==> config.mk <==
export PLATFORM = sky130hd
export DESIGN_NAME = sdio_crc7
export DESIGN_NICKNAME = d
export VERILOG_FILES = /design/src/rtl/sdio_crc7.sv
export SDC_FILE = /design/constraint.sdc
export NUM_CORES = 1
export LEC_CHECK = 0
export ABC_AREA = 1
export CAP_MARGIN = 20
export CELL_PAD_IN_SITES_DETAIL_PLACEMENT = 0
export CELL_PAD_IN_SITES_GLOBAL_PLACEMENT = 1
export CORE_MARGIN = 3
export CORE_UTILIZATION = 24
export DETAILED_ROUTE_END_ITERATION = 6
export GPL_ROUTABILITY_DRIVEN = 1
export PLACE_DENSITY = 0.77
export SYNTH_ARGS = -nofsm -noshare
export SYNTH_HDL_FRONTEND = slang
export SYNTH_SLANG_ARGS = --single-unit
==> constraint.sdc <==
create_clock -name i_clk -period 0.8 [get_ports i_clk]
set_input_delay 0.12 -clock i_clk [delete_from_list [all_inputs] [get_ports i_clk]]
set_output_delay 0.12 -clock i_clk [all_outputs]
set_load 0.02 [all_outputs]
==> src/rtl/sdio_crc7.sv <==
// rtl/sdio_crc7.sv - bit-serial CRC-7 (x^7 + x^3 + 1) generator/checker for SD/SDIO command tokens.
// Optional SDIO_CRC7_BYTE_EN adds an 8-bit-per-cycle fold path (i_byte_en / i_byte_in).
module sdio_crc7 (
  input  logic       i_clk,
  input  logic       i_rst_n,
  input  logic       i_clr,
  input  logic       i_en,
  input  logic       i_bit,
  input  logic       i_shift,
`ifdef SDIO_CRC7_BYTE_EN
  input  logic       i_byte_en,
  input  logic [7:0] i_byte_in,
`endif
  output logic [6:0] o_crc,
  output logic       o_out_bit,
  output logic       o_crc_zero
);

  localparam logic [6:0] POLY = 7'h09;

  logic [6:0] r_crc;
  logic [6:0] w_next;

  function automatic logic [6:0] f_step(input logic [6:0] crc_in, input logic din);
    logic fb;
    fb     = din ^ crc_in[6];
    f_step = {crc_in[5:0], 1'b0} ^ (fb ? POLY : 7'h00);
  endfunction

`ifdef SDIO_CRC7_BYTE_EN
  // Eight chained serial steps, MSB first, so the byte path matches serial feeding exactly.
  function automatic logic [6:0] f_byte(input logic [6:0] crc_in, input logic [7:0] din);
    logic [6:0] acc;
    acc = crc_in;
    for (int i = 7; i >= 0; i--) begin
      acc = f_step(acc, din[i]);
    end
    f_byte = acc;
  endfunction
`endif

  always_comb begin
    w_next = r_crc;
    if (i_clr) begin
      w_next = 7'h00;
    end else if (i_shift) begin
      w_next = {r_crc[5:0], 1'b0};
`ifdef SDIO_CRC7_BYTE_EN
    end else if (i_byte_en) begin
      w_next = f_byte(r_crc, i_byte_in);
`endif
    end else if (i_en) begin
      w_next = f_step(r_crc, i_bit);
    end
  end

  always_ff @(posedge i_clk or negedge i_rst_n) begin
    if (!i_rst_n) begin
      r_crc <= 7'h00;
    end else begin
      r_crc <= w_next;
    end
  end

  assign o_crc      = r_crc;
  assign o_out_bit  = r_crc[6];
  assign o_crc_zero = (r_crc == 7'h00);

endmodule

Word-level counts from Yosys, hierarchy flattened
Index checks and enable logic that the tools add are counted.
Widths: inputs -> output; s select.
{"block": "classes", "n_reduce_logical": 2, "bitwise_logic": 2, "muxes": 4}
{"op": "$mux 7", "count": 3}
{"op": "$logic_not 7->1", "count": 1}
{"op": "$xor 7x4->7", "count": 1}
{"op": "$mux 4", "count": 1}
{"op": "$reduce_bool 3->1", "count": 1}
{"op": "$xor 1x1->1", "count": 1}
{"block": "word_totals", "ff_bits": 7, "word_cells": 9, "output_inout_bits": 9}

Longest topological paths before layout
{"block": "logic_depth", "ltp_word": 6, "ltp_mapped": 6, "mapped_depth_nobuf": 6}

Worst setup path before layout
OpenSTA, ideal clock, no wires.
{"block": "synth_path", "path_type": "register to output", "start": "register r_crc[6] (netlist: o_crc[6])", "end": "output port o_crc_zero", "required_time_ns": 0.680, "path_stages_with_launch": 4, "path_slack_ns": -0.257, "arrival_time_ns": 0.937, "path_cell_list": "dfrtp_1 > inv_2 > nand4_1 > nor2_1"}
{"block": "synth_between", "elab_chain_cells": 1}
{"element": "start: declaration", "line": "21", "rtl": "logic [6:0] r_crc;"}
{"element": "start signal: assignment", "line": "61", "rtl": "r_crc <= w_next;"}
{"element": "$logic_not 7->1", "line": "67", "rtl": "assign o_crc_zero = (r_crc == 7'h00);"}
{"element": "end: declaration", "line": "16", "rtl": "output logic o_crc_zero"}
No other way between the ends.

Worst setup path in the final report
{"block": "layout_path", "start": "register r_crc[1] (netlist: o_crc[1])", "end": "output port o_crc_zero"}
Same word-level chain as after synthesis.

==> metrics.md <==
| Metric | Value |
|---|---|
| Worst slew margin | 78.6% |
| Placed cell count | 81 |
| Yosys cell types | 13 |
| Hpwl dp | 745 um |
| Synth warn | 0 |
| CTS root buf | clkbuf_4 |
| Layout overhead on the synthesized area | 126% |
| Initial antenna violation count | 0 |
| Synth Area in XOR/XNOR | 0% |
| Met3 wire len | 70 um |
| CORE AREA | 1330 um^2 |
| Critical Path AT | 1.09 ns |
| CTS tree | built |
| First-pass GRT wire length | 1.70 mm |
| GRT overflow | 0 |
| Slew @ Worst Pin | 0.319 ns |
| Max Used Layer | met4 |
| PortBufs | 14 |
| Failing checks | setup timing |
| Min Tclk post-route | 1.21 ns |
| Worst R2R Start | o_crc[6]$_DFFE_PN0P_ |
| Final-report hold violation count | 0 |
| Max Root-Sink Buffers | 2 |
| Vias after detailed routing | 413 |
| CTS Buf Count | 3 |
| Vias in the first global route | 379 |
| MaxCap Viol Count | 0 |
| Initial Util | 26.0% |
| Top Ports | 15 |
| Post-CTS Hold Fix Bufs | 0 |
| Critical path origin | o_crc[1]$_DFFE_PN0P_ |
| Wl on met1 | 453 um |
| Total length of routed met2 wires | 572 um |
| Clock sink total | 7 |
| DRC Markers | 0 |
| # diodes | 0 |
| Clock Pin Slew Worst Setup and Hold Paths | 0.05 ns |
| Vias per cell | 4.59 |
| Post-synthesis mux area share | 0% |
| Max incr delay on CP | 0.42 ns |
| 1st-pass router iterations | 4 |
| Setup Viol. Count Final | 11 |
| Non-filler instance count after layout | 90 |
| DR WL/cell | 12.5 um |
| Tcrit/Tclk final | 152% |
| Wirelength, routed | 1.13 mm |
| Post-synthesis cell count | 39 |
| CP startpoint kind | flip-flop |
| Cell Area, Synth | 347 um^2 |
| Main combinational cell family by area after synthesis | simple AND/OR/NAND/NOR gates |
| Share of cells above drive strength 1 | 74.7% |
| Final Skew | 0.00519 ns |
| Post-synth top area share | 50.5% |
| Iteration-0 DRC Markers | 8 |
| Worst slack at placement | -0.625 ns |
| Reg2reg path depth | 7 |
| Largest net degree at the start of global routing | 8 |
| Syn Area/Cell | 8.89 um^2 |
| Critical-path cell list | inv_2 -> nand4_1 -> nor2_4 -> buf_6 |
| Gpl congestion | 0.829 |
| Pwr per Cell Area | 1200 nW/um^2 |
| Tot Pwr | 938 uW |
| H-tree lvl count | 1 |
| Status | finished, violations left |
| Multi-input logic area | 188 um^2 |
| CP Capture Type | output pin |
| Final worst slack | -0.414 ns |
| Fillers | 111 |
| CP max FO | 2 |
| Yosys top cell by area | dfrtp_1 |
| Die Wd | 44 um |
| P_leak | 0.000376 uW |
| Maximum vdd drop | 0.00139 V |
| Largest register FFs | 7 |
| Gr usage total | 13.1% |
| Adder-Cell Fraction of Synth Area | 0% |
| Synth Area in Compound Gates | 15.5% |
| Simple-Gate Fraction of Synth Area | 18.8% |
| Final ANT Viol Nets | 0 |
| Total die area | 1940 um^2 |
| FF/Latch Area | 180 um^2 |
| Clock latency on the worst-skew pair | 0.25 ns |
| Nets | 82 |
| Worst path slowest cell | dfrtp_2 |
| Commonest non-fill, non-tap cell in the layout | buf_6 |
| Chip height | 44 um |
| CP Data Required Time | 0.68 ns |
| Synth top area cells | dfrtp_1 51%, o22ai_1 11%, inv_1 6.5% |
| RSZ-0062 raised after global routing | true |
| Commonest non-fill, non-tap cells in the layout | 18 x buf_6, 10 x buf_4, 9 x inv_2, 5 x o22ai_2, 4 x dfrtp_2 |
| Post-synthesis net count | 45 |
| Slew Viols, Final | 0 |
| Worst Hold Class | in2async |
| #FFs+latches synth | 7 |
| Row count | 13 |
| Register area share after synthesis | 50.5% |
| CP Class | reg2out |
| Max frequency | 0.824 GHz |
synth_stat cells:
cell	count
nand3_1	3
a21oi_4	1
nand3_2	1
buf_4	1
clkinv_1	1
inv_2	5
nand4_1	3
nor2_1	1
inv_1	6
o22ai_1	6
nand2_1	3
nand2_2	1
dfrtp_1	7
through the flow:
stage	utilization (%)	hold WS [ns]	TNS, ns	area, um^2
after floorplan	-	-0.176	-0.270	364
after global placement	46.5	0.406	-5.38	621
after detailed placement	46.5	0.397	-5.58	621
after CTS	55.3	0.124	-3.09	738
after global routing	58.6	0.129	-3.68	782
final	58.6	0.124	-3.27	782
critical path: cells and delay by family, from the launching register on:
family / cells / cell delay [ns]
buffers and inverters: 2 / 0.18
DFF: 1 / 0.42
and+or+nand+nor: 2 / 0.24
path summary, 6_finish.rpt:
kind                                         to  slack [ns]
min in group i_clk         o_crc[3]$_DFFE_PN0P_        0.34
max in group asynchronous  o_crc[1]$_DFFE_PN0P_        0.41
hold reg to reg            o_crc[6]$_DFFE_PN0P_        0.66
hold / removal             o_crc[3]$_DFFE_PN0P_        0.12
setup reg to reg           o_crc[3]$_DFFE_PN0P_       -0.27
setup / recovery                     o_crc_zero       -0.41
power by group:
group / switching [uW] / internal [uW] / leakage, uW / total [uW]
logic: 122 / 123 / 0.000271 / 246
registers: 8.54 / 366 / 0.0000898 / 375
clock network: 127 / 190 / 0.0000150 / 317
cell type report:
class                           count  share of cell area [%]
Timing Repair Buffer               33                    41.4
Multi-Input combinational cell     19                    24.0
Sequential cell                     7                    23.0
Inverter                           12                    5.76
Clock buffer                        4                    3.36
Tap cell                           15                    2.40
cell families after synthesis:
kind of cell,after synthesis
compound gates,7
simple gates,12
flops,7
buf+inv,13
repair_timing:
item / in CTS / in global routing
buffers inserted: 4 / 6
endpoints found under the setup margin: 16 / 15
resized for setup: 70 / 12
pin swaps: 9 / 5
layer usage:
layer / vias up / track usage (%)
li1: 201 / -
met1: 198 / 15.0
met2: 10 / 19.8
met3: 4 / 7.47
met4: 0 / 5.42
met5: - / 0
Note: power is estimated with default switching activity, not from simulation.
